[src/rtl/binary_op_arbiter.sv]
// Round-robin arbiter sharing one fixed-latency binary-operation pipeline among requesters.
// Optional registered output stage: define BINARY_OP_ARB_OUTPUT_REG_EN (adds one cycle of latency).

module binary_op_arbiter #(
  parameter int unsigned ParamNumReq   = 4,
  parameter int unsigned ParamBitWidth = 32,
  parameter int unsigned ParamLatency  = 2
) (
  input  logic                                   clk_i,
  input  logic                                   reset_i,
  input  logic                                   enable_i,
  input  logic [ParamNumReq-1:0]                 req_valid_i,
  output logic [ParamNumReq-1:0]                 req_ready_o,
  input  logic [4*ParamNumReq-1:0]               req_op_i,
  input  logic [ParamBitWidth*ParamNumReq-1:0]   req_lhs_i,
  input  logic [ParamBitWidth*ParamNumReq-1:0]   req_rhs_i,
  output logic [ParamNumReq-1:0]                 rsp_valid_o,
  output logic [ParamBitWidth-1:0]               rsp_data_o,
  output logic                                   busy_o
);

  localparam int unsigned IdW = $clog2(ParamNumReq);
  localparam int unsigned W   = ParamBitWidth;
  localparam logic [W-1:0] WidthVec = W'(ParamBitWidth);

  localparam logic [3:0] OpAdd  = 4'd0;
  localparam logic [3:0] OpSub  = 4'd1;
  localparam logic [3:0] OpMul  = 4'd2;
  localparam logic [3:0] OpLshr = 4'd3;
  localparam logic [3:0] OpAshr = 4'd4;
  localparam logic [3:0] OpShl  = 4'd5;
  localparam logic [3:0] OpOr   = 4'd6;
  localparam logic [3:0] OpAnd  = 4'd7;
  localparam logic [3:0] OpXor  = 4'd8;

  function automatic logic [IdW-1:0] wrap_add(input logic [IdW-1:0] base,
                                               input int unsigned    off);
    int unsigned s;
    s = 32'(base) + off;
    if (s >= ParamNumReq) s = s - ParamNumReq;
    return IdW'(s);
  endfunction

  // Arbitration
  logic [IdW-1:0] ptr_q, ptr_d;
  logic           grant_found;
  logic [IdW-1:0] grant_idx;
  logic           accept;

  always_comb begin
    grant_found = 1'b0;
    grant_idx   = '0;
    for (int unsigned k = 0; k < ParamNumReq; k++) begin
      if (!grant_found && req_valid_i[wrap_add(ptr_q, k)]) begin
        grant_found = 1'b1;
        grant_idx   = wrap_add(ptr_q, k);
      end
    end
  end

  assign accept = grant_found & enable_i & ~reset_i;

  always_comb begin
    req_ready_o = '0;
    if (accept) req_ready_o[grant_idx] = 1'b1;
  end

  assign ptr_d = accept ? wrap_add(grant_idx, 1) : ptr_q;

  // Operand selection and datapath
  logic [3:0]          op_sel;
  logic [W-1:0]        lhs_sel;
  logic [W-1:0]        rhs_sel;
  logic                shamt_big;
  logic signed [W-1:0] ashr_res;
  logic [W-1:0]        alu_res;

  assign op_sel    = req_op_i[32'(grant_idx)*4 +: 4];
  assign lhs_sel   = req_lhs_i[32'(grant_idx)*W +: W];
  assign rhs_sel   = req_rhs_i[32'(grant_idx)*W +: W];
  assign shamt_big = (rhs_sel >= WidthVec);
  assign ashr_res  = $signed(lhs_sel) >>> rhs_sel;

  always_comb begin
    alu_res = '0;
    unique case (op_sel)
      OpAdd:   alu_res = lhs_sel + rhs_sel;
      OpSub:   alu_res = lhs_sel - rhs_sel;
      // Low W bits of a product are identical for signed and unsigned operands.
      OpMul:   alu_res = lhs_sel * rhs_sel;
      OpLshr:  alu_res = shamt_big ? '0 : (lhs_sel >> rhs_sel);
      OpAshr: begin
        if (shamt_big) alu_res = {W{lhs_sel[W-1]}};
        else           alu_res = ashr_res;
      end
      OpShl:   alu_res = shamt_big ? '0 : (lhs_sel << rhs_sel);
      OpOr:    alu_res = lhs_sel | rhs_sel;
      OpAnd:   alu_res = lhs_sel & rhs_sel;
      OpXor:   alu_res = lhs_sel ^ rhs_sel;
      default: alu_res = '0;
    endcase
  end

  // Pipeline stages: result computed into stage 0, carried unchanged afterwards
  logic [ParamLatency-1:0] stg_vld_q, stg_vld_d;
  logic [IdW-1:0]          stg_id_q   [ParamLatency];
  logic [IdW-1:0]          stg_id_d   [ParamLatency];
  logic [W-1:0]            stg_data_q [ParamLatency];
  logic [W-1:0]            stg_data_d [ParamLatency];

  always_comb begin
    stg_vld_d  = stg_vld_q;
    stg_id_d   = stg_id_q;
    stg_data_d = stg_data_q;
    if (enable_i) begin
      stg_vld_d[0] = accept;
      if (accept) begin
        stg_id_d[0]   = grant_idx;
        stg_data_d[0] = alu_res;
      end
      for (int unsigned s = 1; s < ParamLatency; s++) begin
        stg_vld_d[s]  = stg_vld_q[s-1];
        stg_id_d[s]   = stg_id_q[s-1];
        stg_data_d[s] = stg_data_q[s-1];
      end
    end
  end

  always_ff @(posedge clk_i) begin
    if (reset_i) begin
      ptr_q     <= '0;
      stg_vld_q <= '0;
      for (int unsigned s = 0; s < ParamLatency; s++) begin
        stg_id_q[s]   <= '0;
        stg_data_q[s] <= '0;
      end
    end else begin
      ptr_q     <= ptr_d;
      stg_vld_q <= stg_vld_d;
      for (int unsigned s = 0; s < ParamLatency; s++) begin
        stg_id_q[s]   <= stg_id_d[s];
        stg_data_q[s] <= stg_data_d[s];
      end
    end
  end

`ifdef BINARY_OP_ARB_OUTPUT_REG_EN
  logic           out_vld_q, out_vld_d;
  logic [IdW-1:0] out_id_q, out_id_d;
  logic [W-1:0]   out_data_q, out_data_d;

  always_comb begin
    out_vld_d  = out_vld_q;
    out_id_d   = out_id_q;
    out_data_d = out_data_q;
    if (enable_i) begin
      out_vld_d  = stg_vld_q[ParamLatency-1];
      out_id_d   = stg_id_q[ParamLatency-1];
      out_data_d = stg_data_q[ParamLatency-1];
    end
  end

  always_ff @(posedge clk_i) begin
    if (reset_i) begin
      out_vld_q  <= 1'b0;
      out_id_q   <= '0;
      out_data_q <= '0;
    end else begin
      out_vld_q  <= out_vld_d;
      out_id_q   <= out_id_d;
      out_data_q <= out_data_d;
    end
  end

  // A held result stays silent while stalled and strobes once enable returns.
  always_comb begin
    rsp_valid_o = '0;
    if (out_vld_q && enable_i) rsp_valid_o[out_id_q] = 1'b1;
  end

  assign rsp_data_o = out_data_q;
  assign busy_o     = (|stg_vld_q) | out_vld_q;
`else
  always_comb begin
    rsp_valid_o = '0;
    if (stg_vld_q[ParamLatency-1] && enable_i) rsp_valid_o[stg_id_q[ParamLatency-1]] = 1'b1;
  end

  assign rsp_data_o = stg_data_q[ParamLatency-1];
  assign busy_o     = |stg_vld_q;
`endif

endmodule

[config.mk]
export PLATFORM = sky130hd
export DESIGN_NAME = binary_op_arbiter
export DESIGN_NICKNAME = d
export VERILOG_FILES = /design/src/rtl/binary_op_arbiter.sv
export SDC_FILE = /design/constraint.sdc
export NUM_CORES = 2
export LEC_CHECK = 0
export ABC_AREA = 1
export CORE_AREA = 3 3 169 336
export CTS_CLUSTER_SIZE = 30
export DETAILED_ROUTE_END_ITERATION = 8
export DIE_AREA = 0 0 172 339
export PLACE_DENSITY = 0.77
export SYNTH_ARGS = -nofsm -noshare
export SYNTH_HDL_FRONTEND = slang
export SYNTH_SLANG_ARGS = --single-unit
[constraint.sdc]
create_clock -name clk_i -period 31.3 [get_ports clk_i]
set_input_delay 4.695 -clock clk_i [delete_from_list [all_inputs] [get_ports clk_i]]
set_output_delay 4.695 -clock clk_i [all_outputs]
set_load 0.005 [all_outputs]
==> results list <==
* Final Max Slew Viols: 0
- Critical Path Most Common Cell: sky130_fd_sc_hd__nand2_1
- The synthesized netlist devotes 32.7% of its cell area to simple gates.
- Input and output buffers added on the ports amount to 319.
- After the first detailed-routing iteration, the DRC count stood at 4002.
- Routed wire length: 146000 microns
- The startpoint identified for the worst register-to-register timing path is ptr_q[0]$_SDFFE_PP0P_.
* Rows: 121
- By startpoint and endpoint, the worst setup path is classified as input pin to flip-flop.
- After technology mapping, the gate count stands at 4586.
- STA classifies the critical path endpoint as a flip-flop.
- The first global-routing pass estimated 216000 microns of wire.
- Worst hold path startpoint: stg_data_q[53]$_SDFFE_PP0P_
- Via count: 33900
* First-pass detailed-route iteration total: 8
- Summing the areas of all xor and xnor instances in the mapped netlist gives 2.34% of the synthesized area.
* Synthesized-area fraction occupied by ao, oa, aoi and oai cells: 10.2%
- GRT Residual Overflow: 0
* Critical Path Slowest Stage Cell: sky130_fd_sc_hd__inv_1
* Via density per instance: 6.26
- Number of top-level pins: 320
* Max-capacitance violation count: 0
- Max transition margin: 19.4%
- On the final layout, the worst hold slack is 0.452 ns.
* Global placer's final weighted congestion: 1.13
- Min-delay worst type: flip-flop to flip-flop
- Synthesized area per cell: 6.52 sq um
- Largest net degree at the start of global routing: 92
* Post-layout nets: 5640
- The longest clock path from root to sink contains 2 buffers.
- The critical path starts at req_valid_i[3].
- H-tree depth: 3
* Final routed wire length divided by cell count: 26.9 microns
- Sum Neg Setup Slack: 0 ns
* Antenna violations before repair: 14
* Data arrival time at the worst-slack endpoint: 16.29 ns
- After synthesis, the largest family of logic cells by area is adder cells.
* Non-filler cells, final: 5418
- Status: finished, final reports clean
* Met2 capacity usage during global routing: 77.7%
* Core area: 54500 sq um
- In this run, synthesis inferred 0 flip-flops with an integrated enable.
- Unique cell type count in the Yosys netlist: 67
- Setup repair after global routing left no endpoint under its margin.
* Clock tree from TritonCTS: done
- Clock insertion delay at the later pin of the skew report: 0.35 ns
* Sequential area share after synthesis: 4.82%
* Global-route usage over all layers: 50.1%
- Height of the die: 339 microns
* Tmin final: 15.98 ns
- Relative area change from synthesis to final layout: 11.9%
- Share of the clock period used by the worst path after layout: 51.1%
* Worst setup SP type: input pin
* Clock tree root buffer cell: sky130_fd_sc_hd__clkbuf_16
- The number of placed instances, taps included, is 5393.
- STA puts the critical path data required time at 31.60 ns.
* Worst-margin pin slew: 1.21 ns
- Share of layout cells above drive strength 1: 4.86%
- The via count of the first global-routing pass was 34100.
- After clock tree synthesis, the setup repair step added 0 buffers.
- Final setup vio count: 0
* Routed Antenna Nets: 0
- Net count after synthesis: 5497
* Crit Path Max Fanout: 91
* Clock sink count: 72
* Synthesis warning total: 0
- The hold violation total from the final report is 0.
- On the final layout, the worst clock skew is 0.0128 ns.
- Global routing used 52.2% of the available met1 tracks.
* F_max: 0.0626 GHz
- Once the floorplan was initialized, standard cells occupied 54.9% of the core.
- Buffers inserted during clock tree synthesis total 9.
- Cells resized by post-CTS repair: 0
* Clock transition at path regs: 0.07 ns
- Die area: 58300 sq um
* Ys flop type: sky130_fd_sc_hd__dfxtp_1
- Post-synthesis cell area: 29900 sq um
* Synthesis-stage register bit count: 72
- Multiplexer area fraction after synthesis: 0%
- From left edge to right edge, the die measures 172 microns.
* Fraction of met3 tracks used by global routing: 16.8%
* HPWL Detailed: 114000 microns
- Summing the areas of all fa, ha and maj instances in the mapped netlist gives 36.7% of the synthesized area.
- After global routing, the most crowded layer is met2.
- Fraction of synthesis flops using an asynchronous set or reset pin: 0%
* DRC violation count after routing: 0
- In this run, post-CTS hold repair placed 0 buffers.
- Delay of the slowest cell on the worst path: 0.59 ns
## logic make-up (layout without fill, tap and decap cells)
family | Yosys count | in the layout
compound gates | 529 | 529
xor+xnor | 78 | 78
fa+ha+maj | 632 | 632
buf+inv | 933 | 1081
flops | 72 | 72
other cells | 0 | 8
simple gates | 2342 | 2342
## area by class of cell
type | count | area, sq um
Multi-Input combinational cell | 3581 | 24500
Fill cell | 5363 | 21000
Timing Repair Buffer | 402 | 3820
Inverter | 663 | 2500
Sequential cell | 72 | 1440
Tap cell | 676 | 846
Clock buffer | 10 | 239
Clock inverter | 6 | 72.6
Antenna cell | 8 | 20.0
## stage by stage
step	worst slack [ns]	cell area, sq um	utilization, %
global placement	15.48	33100	60.8
CTS	15.71	33400	61.3
detailed placement	15.35	33100	60.8
floorplan	18.27	29900	-
finish	15.32	33500	61.4
global route	14.72	33400	61.4
## sequential cells by signal (all words and copies together) (netlist names)
name / count
rsp_data_o: 32
stg_data_q: 32
stg_id_q: 4
ptr_q: 2
stg_vld_q: 2
## per-layer routing
metal	routed length [microns]	share of wire, %
met4	19400	13
met2	65200	45
met1	44400	30
met3	16900	12
met5	43	0.029
## Yosys cell counts (4+ instances only)
cell                       number  area share (%)
sky130_fd_sc_hd__a21boi_0       7            0.18
sky130_fd_sc_hd__buf_1         35            0.44
sky130_fd_sc_hd__nand4_1       79             1.7
sky130_fd_sc_hd__o22ai_1       10            0.21
sky130_fd_sc_hd__buf_2         71             1.2
sky130_fd_sc_hd__o221ai_1       4            0.12
sky130_fd_sc_hd__nor4_1         6            0.13
sky130_fd_sc_hd__clkinv_1      22            0.28
sky130_fd_sc_hd__dfxtp_1       72             4.8
sky130_fd_sc_hd__xnor2_1       22            0.64
sky130_fd_sc_hd__nor2_4         8            0.30
sky130_fd_sc_hd__a31oi_1        4           0.084
sky130_fd_sc_hd__a211oi_1       7            0.18
sky130_fd_sc_hd__o21ai_2        8            0.23
sky130_fd_sc_hd__nor3_1        14            0.23
sky130_fd_sc_hd__xor2_1        54             1.6
sky130_fd_sc_hd__o21bai_1       6            0.15
sky130_fd_sc_hd__a21oi_1      147             2.5
sky130_fd_sc_hd__buf_4         56             1.4
sky130_fd_sc_hd__nand2_2       39            0.82
sky130_fd_sc_hd__o211ai_1      41             1.0
sky130_fd_sc_hd__nand2_1     1352              17
sky130_fd_sc_hd__nor2_1       509             6.4
sky130_fd_sc_hd__or2_2         12            0.25
sky130_fd_sc_hd__clkbuf_1      88             1.1
sky130_fd_sc_hd__ha_1         223             9.3
sky130_fd_sc_hd__o21ai_1       63             1.1
sky130_fd_sc_hd__inv_1        616             7.7
sky130_fd_sc_hd__nand3_2        8            0.27
sky130_fd_sc_hd__o21ai_0      190             3.2
sky130_fd_sc_hd__a221oi_1      11            0.32
sky130_fd_sc_hd__nor2_2        10            0.21
sky130_fd_sc_hd__fa_1         409              27
sky130_fd_sc_hd__inv_2         23            0.29
sky130_fd_sc_hd__buf_6         18            0.68
sky130_fd_sc_hd__nand3b_1      18            0.45
sky130_fd_sc_hd__nand3_1      275             4.6
## layout by cell type, fill, tap and decap left out, types with 22 or more instances in the layout
master,count
sky130_fd_sc_hd__inv_1,614
sky130_fd_sc_hd__dfxtp_1,72
sky130_fd_sc_hd__buf_4,83
sky130_fd_sc_hd__o211ai_1,41
sky130_fd_sc_hd__clkdlybuf4s50_1,319
sky130_fd_sc_hd__xor2_1,54
sky130_fd_sc_hd__ha_1,223
sky130_fd_sc_hd__o21ai_1,64
sky130_fd_sc_hd__nand2_1,1349
sky130_fd_sc_hd__nand4_1,79
sky130_fd_sc_hd__xnor2_1,22
sky130_fd_sc_hd__fa_1,409
sky130_fd_sc_hd__o21ai_0,189
sky130_fd_sc_hd__inv_2,25
sky130_fd_sc_hd__a21oi_1,147
sky130_fd_sc_hd__nand3_1,275
sky130_fd_sc_hd__nor2_1,507
sky130_fd_sc_hd__nand2_2,41
sky130_fd_sc_hd__clkinv_1,22
## final timing paths
path	end	slack (ns)	cells past startpoint
max reg2reg	stg_data_q[59]$_SDFFE_PP0P_	19.48	47
max	stg_data_q[59]$_SDFFE_PP0P_	15.32	46
min reg2reg	stg_data_q[53]$_SDFFE_PP0P_	0.45	2
min	stg_data_q[53]$_SDFFE_PP0P_	0.45	2
## critical path, delay by kind of cell
| kind | cells | cell delay (ns) |
|---|---|---|
| compound gates | 7 | 1.23 |
| simple gates | 19 | 2.80 |
| buf+inv | 11 | 3.54 |
| fa+ha+maj | 9 | 3.92 |
Power is not shown: default switching activity piles up to over one toggle a cycle in this logic, so the estimate is an artifact.
